--- src/rtl/riscv_constants.sv ---
// Constants shared by the RISC-V memory datapath: access-size codes and requester ids.
package riscv_constants;

  localparam logic [2:0] MASK_B  = 3'b000;
  localparam logic [2:0] MASK_H  = 3'b001;
  localparam logic [2:0] MASK_W  = 3'b010;
  localparam logic [2:0] MASK_BU = 3'b100;
  localparam logic [2:0] MASK_HU = 3'b101;

  typedef enum logic {
    REQ_FETCH = 1'b0,
    REQ_DATA  = 1'b1
  } req_id_t;

endpackage

--- src/rtl/pipeline.sv ---
// Generic fixed-depth register pipeline with synchronous clear.
module pipeline #(
  parameter int unsigned PIPELINE_STAGES = 1,
  parameter int unsigned PIPELINE_WIDTH  = 1
) (
  input  logic                      clk_in,
  input  logic                      rst_in,
  input  logic [PIPELINE_WIDTH-1:0] data_in,
  output logic [PIPELINE_WIDTH-1:0] data_out
);

  logic [PIPELINE_WIDTH-1:0] stages [PIPELINE_STAGES];

  // Shift data one stage per cycle; reset clears every stage.
  always_ff @(posedge clk_in) begin
    if (rst_in) begin
      for (int unsigned i = 0; i < PIPELINE_STAGES; i++) begin
        stages[i] <= '0;
      end
    end else begin
      stages[0] <= data_in;
      for (int unsigned i = 1; i < PIPELINE_STAGES; i++) begin
        stages[i] <= stages[i-1];
      end
    end
  end

  assign data_out = stages[PIPELINE_STAGES-1];

endmodule

--- src/rtl/riscv_memory_arbiter.sv ---
// Arbitrates the CPU memory port between instruction fetch and load/store,
// and routes fixed-latency read data back to the issuing requester.
module riscv_memory_arbiter
  import riscv_constants::*;
#(
  parameter int unsigned READ_LATENCY    = 2,
  parameter int unsigned MAX_DATA_STREAK = 4
) (
  input  logic        clk_in,
  input  logic        rst_in,
  input  logic        i_valid_in,
  input  logic [31:0] i_addr_in,
  output logic        i_ready_out,
  output logic        i_resp_valid_out,
  output logic [31:0] i_resp_data_out,
  input  logic        d_valid_in,
  input  logic [31:0] d_addr_in,
  input  logic [31:0] d_data_in,
  input  logic [2:0]  d_size_in,
  input  logic        d_write_in,
  output logic        d_ready_out,
  output logic        d_resp_valid_out,
  output logic [31:0] d_resp_data_out,
  output logic [31:0] mem_addr_out,
  output logic [31:0] mem_data_out,
  output logic [2:0]  mem_size_out,
  output logic        mem_write_enable_out,
  output logic        mem_read_enable_out,
  input  logic [31:0] mem_data_in
);

  localparam int unsigned STREAK_W = $clog2(MAX_DATA_STREAK + 1);
  localparam logic [STREAK_W-1:0] STREAK_MAX = STREAK_W'(MAX_DATA_STREAK);

  logic [STREAK_W-1:0] streak;
  logic [STREAK_W-1:0] streak_next;
  logic                forced_fetch;
  logic                grant_i;
  logic                grant_d;
  logic                grant_read;
  req_id_t             grant_id;
  logic [1:0]          track_in;
  logic [1:0]          track_out;
  logic                tail_valid;
  req_id_t             tail_id;

  // Grant data first unless fetch has waited through a full data streak.
  always_comb begin
    forced_fetch = i_valid_in && (streak == STREAK_MAX);
    grant_i      = 1'b0;
    grant_d      = 1'b0;
    if (!rst_in) begin
      if (d_valid_in && !forced_fetch) begin
        grant_d = 1'b1;
      end else if (i_valid_in) begin
        grant_i = 1'b1;
      end
    end
  end

  assign i_ready_out = grant_i;
  assign d_ready_out = grant_d;

  // Drive the memory port from whichever requester won; idle port is all zero.
  always_comb begin
    mem_addr_out         = '0;
    mem_data_out         = '0;
    mem_size_out         = '0;
    mem_write_enable_out = 1'b0;
    mem_read_enable_out  = 1'b0;
    if (grant_d) begin
      mem_addr_out         = d_addr_in;
      mem_data_out         = d_data_in;
      mem_size_out         = d_size_in;
      mem_write_enable_out = d_write_in;
      mem_read_enable_out  = !d_write_in;
    end else if (grant_i) begin
      mem_addr_out        = i_addr_in;
      mem_size_out        = MASK_W;
      mem_read_enable_out = 1'b1;
    end
  end

  // Count data grants that happen while fetch is waiting; saturate at the limit.
  always_comb begin
    streak_next = streak;
    if (!i_valid_in || grant_i) begin
      streak_next = '0;
    end else if (grant_d && (streak != STREAK_MAX)) begin
      streak_next = streak + 1'b1;
    end
  end

  // Streak register.
  always_ff @(posedge clk_in) begin
    if (rst_in) begin
      streak <= '0;
    end else begin
      streak <= streak_next;
    end
  end

  // Tag each cycle with {read issued, requester} for the latency tracker.
  always_comb begin
    grant_read = grant_i || (grant_d && !d_write_in);
    grant_id   = grant_d ? REQ_DATA : REQ_FETCH;
    track_in   = {grant_read, grant_id};
  end

  pipeline #(
    .PIPELINE_STAGES(READ_LATENCY),
    .PIPELINE_WIDTH (2)
  ) u_tracker (
    .clk_in  (clk_in),
    .rst_in  (rst_in),
    .data_in (track_in),
    .data_out(track_out)
  );

  // Steer returning read data to the requester recorded at the tracker tail.
  always_comb begin
    tail_valid       = track_out[1] && !rst_in;
    tail_id          = req_id_t'(track_out[0]);
    i_resp_valid_out = 1'b0;
    i_resp_data_out  = '0;
    d_resp_valid_out = 1'b0;
    d_resp_data_out  = '0;
    if (tail_valid) begin
      if (tail_id == REQ_DATA) begin
        d_resp_valid_out = 1'b1;
        d_resp_data_out  = mem_data_in;
      end else begin
        i_resp_valid_out = 1'b1;
        i_resp_data_out  = mem_data_in;
      end
    end
  end

endmodule

--- config.mk ---
export PLATFORM = sky130hd
export DESIGN_NAME = riscv_memory_arbiter
export DESIGN_NICKNAME = d
export VERILOG_FILES = /design/src/rtl/riscv_constants.sv /design/src/rtl/pipeline.sv /design/src/rtl/riscv_memory_arbiter.sv
export SDC_FILE = /design/constraint.sdc
export NUM_CORES = 1
export LEC_CHECK = 0
export CAP_MARGIN = 20
export CORE_AREA = 2 2 105 107
export CTS_CLUSTER_DIAMETER = 100
export DETAILED_ROUTE_END_ITERATION = 10
export DIE_AREA = 0 0 107 109
export PLACE_DENSITY = 0.71
export SETUP_SLACK_MARGIN = 0.2
export SYNTH_ARGS = -nofsm -noshare
export SYNTH_HDL_FRONTEND = slang
export SYNTH_SLANG_ARGS = --single-unit
--- constraint.sdc ---
create_clock -name clk_in -period 2.2 [get_ports clk_in]
set_input_delay 0.44 -clock clk_in [delete_from_list [all_inputs] [get_ports clk_in]]
set_output_delay 0.44 -clock clk_in [all_outputs]
set_load 0.005 [all_outputs]
==> results.tsv, run 1 <==
stage	metric	value	unit
timing	worst slew pin tran	0.360	ns
floorplan	Die Span X	107	um
synth	post-synthesis simple-gate area fraction	67.3	%
worst_setup_path	CP required	1.76	ns
placement	gpl congestion	0.771	
timing	worst setup margin	0.0785	ns
floorplan	die area	11700	um2
timing	Worst slew margin	76.0	%
synth	main flop type after synthesis	dfxtp_1	
layout	FILL cells	929	
worst_setup_path	startpoint types	flip-flop	
synth	syn_area_per_cell	6.74	um2
flow_run	number of max-cap violations	0	
power	peak supply drop	0.182	mV
floorplan	I/O pin cnt	273	
global_route	largest net degree at the start of global routing	55	
synth	synth warn	0	
routing	routed length per instance	17.7	um
routing	drt drc	0	
global_route	vias in the first global route	3420	
worst_setup_path	crit path kind	reg -> out	
worst_setup_path	max incr delay on CP	0.32	ns
routing	antenna viol nets, final	0	
outcome	outcome	finished clean	
worst_setup_path	Crit Path Max Fanout	8	
synth	Post-synth ARST share	0	%
floorplan	Initial Util	16.8	%
timing	Final Skew	0.00317	ns
synth	post-synthesis xor/xnor area fraction	0	%
routing	Iteration-0 DRC Markers	114	
synth	Seq/Total Area, Yosys	7.87	%
synth	mux contribution to synthesized area	0	%
synth	Cell variety after synth	22	
layout	Layout area overhead	236	%
global_route	first-pass GRT wire length	17800	um
power	leak pwr	2.70	nW
layout	Finished Cell Area	5980	um2
synth	Post-Synth Adder-Cell Area	1.41	%
timing	Pins Over Slew Limit	0	
layout	fin util	56.4	%
floorplan	Die Span Y	109	um
routing	vias	3389	
clocking	CTS tree	built	
synth	Post-Synthesis Cells	264	
worst_setup_path	CP max-delay cell	dfxtp_2	
synth	Post-Syn Nets	402	
timing	fmax	471	MHz
clocking	maximum clock path buffer count	2	
timing	endpoints failing hold	0	
synth	Seq cells post-synth	7	
worst_setup_path	Data arrival, critical path	1.68	ns
clocking	worst-skew pair later-pin latency	0.23	ns
clocking	clk slew on worst S/H paths	0.04	ns
synth	Compound-Gate Fraction of Synth Area	14.5	%
global_route	grt ovf	0	
clocking	total CTS buffers	3	
synth	largest family of logic cells by synthesized area	simple AND/OR/NAND/NOR gates	
clocking	H-tree Lvls	1	
layout	fin nets	729	
routing	DR vias/cell	4.64	
timing	setup repair after global routing missed its margin	yes	
timing	post-layout min period	2.12	ns
timing	Final setup viols	0	
placement	dpl ws	-0.439	ns
global_route	initial antenna violation count	1	
power	Power Dens Cells	172	nW/um2
routing	final wirelength	12900	um
worst_setup_path	R2R depth	6	
placement	HPWL after detailed placement	7830	um
floorplan	core area	10600	um2
layout	fraction of layout cells with a size suffix above 1	46.6	%
worst_setup_path	Worst Setup End Kind	primary output	
placement	placed cell area	4780	um2
synth	EDFF count, synth	0	
worst_setup_path	worst-path cell chain	inv_2 > ha_4 > buf_6 > nand3_4 > buf_12 > buf_12 > buf_16 > and3_4 > buf_6	
clocking	Root Buffer	clkbuf_8	
routing	TritonRoute pass-1 iters	4	
hold_path	hold depth	1	
floorplan	row cnt	38	
placement	IO buf count	272	
global_route	Overall Global Routing Usage	19.8	%
hold_path	HP Class	reg -> reg	
clocking	CTS sink count	7	
synth	Post-Syn Area	1780	um2
timing	Period Utilization, post-route	96.4	%
==> power breakdown <==
group | internal, mW | switching [mW]
registers | 0.133 | 0.00309
logic | 0.478 | 0.229
clock network | 0.126 | 0.0606
total | 0.737 | 0.292
==> layout by cell type, fill, tap and decap left out, types with 16 or more instances in the layout <==
cell and count:
buf_6 90, nand3b_1 65, buf_2 34, buf_4 27, dlygate4sd2_1 35, buf_12 16, clkdlybuf4s50_1 132, and2_1 35
o22ai_1 23, and3_4 36, and2_4 29
==> stage by stage <==
stage                     hold WS, ns  power [mW]  setup TNS [ns]  instances
after floorplan                 0.414       0.299               0        264
after global placement          0.453       0.738          -47.97        666
after detailed placement        0.470       0.748          -51.31        666
after CTS                       0.471       0.982               0        729
after global routing            0.475        1.08               0        731
final                           0.465        1.03               0        731
==> critical path: cells and delay by family, from the launching register on <==
| kind | cells | cell delay [ns] |
|---|---|---|
| buffers and inverters | 6 | 0.72 |
| adders and majority gates | 1 | 0.14 |
| and+or+nand+nor | 2 | 0.28 |
| DFF | 1 | 0.32 |
==> final timing paths <==
path                            endpoint              startpoint  slack [ns]
hold / removal    u_tracker.stages[0][2]  u_tracker.stages[0][0]        0.47
hold reg to reg   u_tracker.stages[0][2]  u_tracker.stages[0][0]        0.47
setup reg to reg               streak[2]               streak[0]        0.76
setup / recovery    mem_write_enable_out               streak[0]        0.08
==> state kept, by name (all words and copies together) (netlist names) <==
signal            cells
streak                3
u_tracker.stages      4
==> cell type report <==
type,count,area [um2],area share [%]
repair buffers,356,3750,62.7
diodes,1,2.50,0.0419
flip-flops and latches,7,143,2.39
multi-input cells,219,1850,30.9
well taps,140,175,2.93
inverters,4,15.0,0.251
clock buffers,4,45.0,0.754
==> metal layers <==
layer,track usage (%),wire length [um],vias to the layer above,part of all wire [%]
li1,-,-,1612,-
met1,19.6,4580,1586,35
met2,40.4,7140,175,55
met3,4.66,998,16,7.7
met4,6.22,234,0,1.8
met5,0,0,-,0
==> cells by family (layout without fill, tap and decap cells) <==
logic type | count (synthesis) | in the layout
and+or+nand+nor | 178 | 178
buffers and inverters | 38 | 364
DFF | 7 | 7
adders and majority gates | 2 | 2
other | 0 | 1
AOI/OAI and AO/OA | 39 | 39
==> timing repair <==
action | in CTS | in global routing
cloned | 15 | 0
hold buffers | 0 | 0
pin swaps | 27 | 28
resized for setup | 555 | 96
buffers inserted | 44 | 1
setup endpoints to repair | 137 | 104
==> synth_stat cells (2+ instances only) <==
library cell / instances / area share (%)
and2_1: 64 / 22
clkbuf_1: 21 / 4.4
o22ai_1: 32 / 11
dfxtp_1: 7 / 7.9
buf_2: 12 / 3.4
nor2_1: 3 / 0.63
nand2b_1: 3 / 1.1
inv_1: 4 / 0.84
a211oi_1: 2 / 0.84
ha_1: 2 / 1.4
o32ai_1: 3 / 1.5
and3_1: 36 / 13
nor2b_1: 2 / 0.70
nand3b_1: 65 / 27
(Power assumes the default switching activity.)
==> run 2: changes to the inputs <==
--- a/config.mk
+++ b/config.mk
@@ -12,6 +12,7 @@
 export DIE_AREA = 0 0 107 109
 export PLACE_DENSITY = 0.71
 export SETUP_SLACK_MARGIN = 0.2
+export SKIP_LAST_GASP = 1
 export SYNTH_ARGS = -nofsm -noshare
 export SYNTH_HDL_FRONTEND = slang
 export SYNTH_SLANG_ARGS = --single-unit
==> results of run 2 <==
No change in the layout: final DEF, timing and power equal those of run 1.
==> run 3: changes to the inputs <==
--- a/config.mk
+++ b/config.mk
@@ -16,3 +16,4 @@
 export SYNTH_ARGS = -nofsm -noshare
 export SYNTH_HDL_FRONTEND = slang
 export SYNTH_SLANG_ARGS = --single-unit
+export TNS_END_PERCENT = 10
==> results.tsv, run 3 (synthesis results as in run 1) <==
stage	metric	value	unit	change
worst_setup_path	reg-to-reg startpoint	streak[0]		
worst_setup_path	worst path buffer plus inverter count	6		unchanged
clocking	CTS sink count	7		unchanged
worst_setup_path	Crit Path Max Fanout	4		-4
global_route	grt ovf	0		unchanged
layout	fin nets	713		-2.2%
power	Pwr Total	0.960	mW	-6.7%
floorplan	I/O pin cnt	273		unchanged
floorplan	die area	11700	um2	unchanged
worst_setup_path	CP max-delay cell	dfxtp_2		
timing	setup repair after global routing missed its margin	yes		
worst_setup_path	startpoint types	flip-flop		
power	Int Power	0.696	mW	-5.6%
power	Clk pwr share	18.5	%	+0.4 points
routing	DR vias/cell	4.57		-1.5%
timing	Final setup viols	0		unchanged
hold_path	hold depth	1		unchanged
layout	max FFs per register	4		unchanged
worst_setup_path	Data arrival, critical path	1.69	ns	about the same
worst_setup_path	Critical R2R Capture	streak[2]		
layout	Post-Layout Cell Count	714		-2.3%
routing	final wirelength	11800	um	-8.7%
placement	HPWL after detailed placement	7830	um	unchanged
clocking	clk slew on worst S/H paths	0.04	ns	about the same
clocking	total CTS buffers	3		unchanged
placement	gpl congestion	0.771		unchanged
routing	vias	3260		-3.8%
worst_setup_path	max incr delay on CP	0.32	ns	about the same
hold_path	min-delay src	u_tracker.stages[0][0]		
global_route	GR Util met2	37.9	%	-2.5 points
worst_setup_path	worst-path cell chain	inv_2 > ha_4 > buf_6 > nand3_4 > buf_12 > buf_12 > buf_16 > and3_4 > buf_2		
clocking	H-tree Lvls	1		unchanged
power	leak pwr	2.62	nW	-3.1%
timing	Period Utilization, post-route	96.7	%	+0.23 points
worst_setup_path	crit path kind	reg -> out		
hold_path	Hold Path Sink	u_tracker.stages[0][2]		
routing	drt drc	0		unchanged
global_route	initial antenna violation count	0		-1
worst_setup_path	R2R depth	6		unchanged
clocking	CTS Hold Buffers Added	0		unchanged
layout	Largest Register	u_tracker.stages		
floorplan	Die Span Y	109	um	unchanged
timing	endpoints failing hold	0		unchanged
timing	worst slew pin tran	0.372	ns	+0.0118 ns
floorplan	core area	10600	um2	unchanged
clocking	CTS tree	built		
placement	IO buf count	272		unchanged
hold_path	HP Class	reg -> reg		
routing	Iteration-0 DRC Markers	168		+47%
routing	TritonRoute pass-1 iters	4		unchanged
placement	Post-Place Cells	666		unchanged
global_route	first-pass GRT wire length	16700	um	-6.5%
global_route	Global Route met3 Usage	4.48	%	-0.18 points
layout	commonest cells after routing, fill and taps aside	clkdlybuf4s50_1 (133), dlygate4sd2_1 (82), nand3b_1 (65)		
global_route	grt peak-use layer	met2		
timing	fmax	470	MHz	-0.23%
worst_setup_path	delay-heaviest family, CP	buffers and inverters		
layout	commonest non-fill, non-tap cell in the layout	clkdlybuf4s50_1		
power	peak supply drop	0.112	mV	-38%
clocking	maximum clock path buffer count	2		unchanged
worst_setup_path	worst reg-to-reg setup slack	0.78	ns	+0.02 ns
power	Comb power frac	67.4	%	-1.3 points
layout	Layout area overhead	203	%	
global_route	Overall Global Routing Usage	18.4	%	-1.4 points
flow_run	number of max-cap violations	0		unchanged
power	Seq pwr share	14.1	%	+0.9 points
global_route	largest net degree at the start of global routing	55		unchanged
layout	Top Registers	u_tracker.stages (4), streak (3)		
layout	Antenna Cells	0		-1
layout	fraction of layout cells with a size suffix above 1	27.9	%	-19 points
timing	Worst slew margin	75.2	%	-0.79 points
routing	routed length per instance	16.6	um	-6.5%
global_route	met1 Use GR	18.7	%	-0.90 points
worst_setup_path	CP required	1.76	ns	about the same
global_route	vias in the first global route	3231		-5.5%
worst_setup_path	Worst Setup End Kind	primary output		
power	Switching Share	27.6	%	-0.84 points
timing	Pins Over Slew Limit	0		unchanged
floorplan	Die Span X	107	um	unchanged
timing	post-layout min period	2.13	ns	+0.00499 ns
worst_setup_path	CP most frequent cell	buf_12		
floorplan	row cnt	38		unchanged
power	NetSw	0.265	mW	-9.5%
floorplan	Initial Util	16.8	%	unchanged
outcome	outcome	finished clean		
timing	Final Skew	0.00117	ns	-0.00199 ns
power	Power Dens Cells	178	nW/um2	+3.3%
routing	antenna viol nets, final	0		unchanged
clocking	Root Buffer	clkbuf_8		
clocking	worst-skew pair later-pin latency	0.22	ns	about the same
==> run 3: per-layer routing <==
metal / part of all wire, % / wire length (um)
met1: 36 / 4290
met2: 54 / 6430
met3: 8.7 / 1030
met4: 0.58 / 69
met5: 0 / 0
==> run 3: area by class of cell <==
type	instances	area (um2)
clock buffers	4	45.0
multi-input cells	219	1660
well taps	140	175
repair buffers	340	3360
fillers	995	5200
flip-flops and latches	7	143
inverters	4	15.0
==> run 3: worst max path at each step <==
stage	depth (start not counted)	startpoint	to	slack (ns)
floorplan	6	streak[0]	mem_addr_out[10]	0.46
global placement	6	rst_in	i_resp_data_out[4]	-0.39
detailed placement	6	rst_in	i_resp_data_out[25]	-0.44
CTS	8	rst_in	d_resp_data_out[1]	0.02
global route	8	streak[0]	mem_read_enable_out	0.02
finish	9	streak[0]	mem_data_out[13]	0.07
==> run 3: metrics by stage <==
| stage | util (%) | hold WS, ns | setup slack (ns) | setup TNS, ns | cell area, um2 |
|---|---|---|---|---|---|
| after floorplan | - | 0.414 | 0.462 | 0 | 1780 |
| after global placement | 45.1 | 0.453 | -0.394 | -47.97 | 4780 |
| after detailed placement | 45.1 | 0.470 | -0.439 | -51.31 | 4780 |
| after CTS | 50.6 | 0.471 | 0.0204 | 0 | 5370 |
| after global routing | 50.9 | 0.485 | 0.0158 | 0 | 5400 |
| final | 50.9 | 0.474 | 0.0735 | 0 | 5400 |
==> run 3: worst reg2reg max path: stages (launching register included) <==
cell and delay, ns:
dfxtp_2 0.33, inv_2 0.05, ha_4 0.15, buf_6 0.13
buf_4 0.13, or3b_2 0.44, a21oi_1 0.12
==> run 3: power by group through the flow <==
stage	logic, mW	clock network [mW]	registers, mW
6_report	0.647	0.178	0.136
3_3_place_gp	0.601	0	0.136
4_1_cts	0.627	0.182	0.135
5_1_grt	0.691	0.193	0.136
3_5_place_dp	0.612	0	0.137
2_1_floorplan	0.163	0	0.136
==> run 3: timing repair <==
item / in CTS / in global routing
gates cloned: 13 / 0
gates resized for setup: 284 / 79
setup buffers: 31 / 0
endpoints found under the setup margin: 137 / 132
pin swaps: 7 / 7
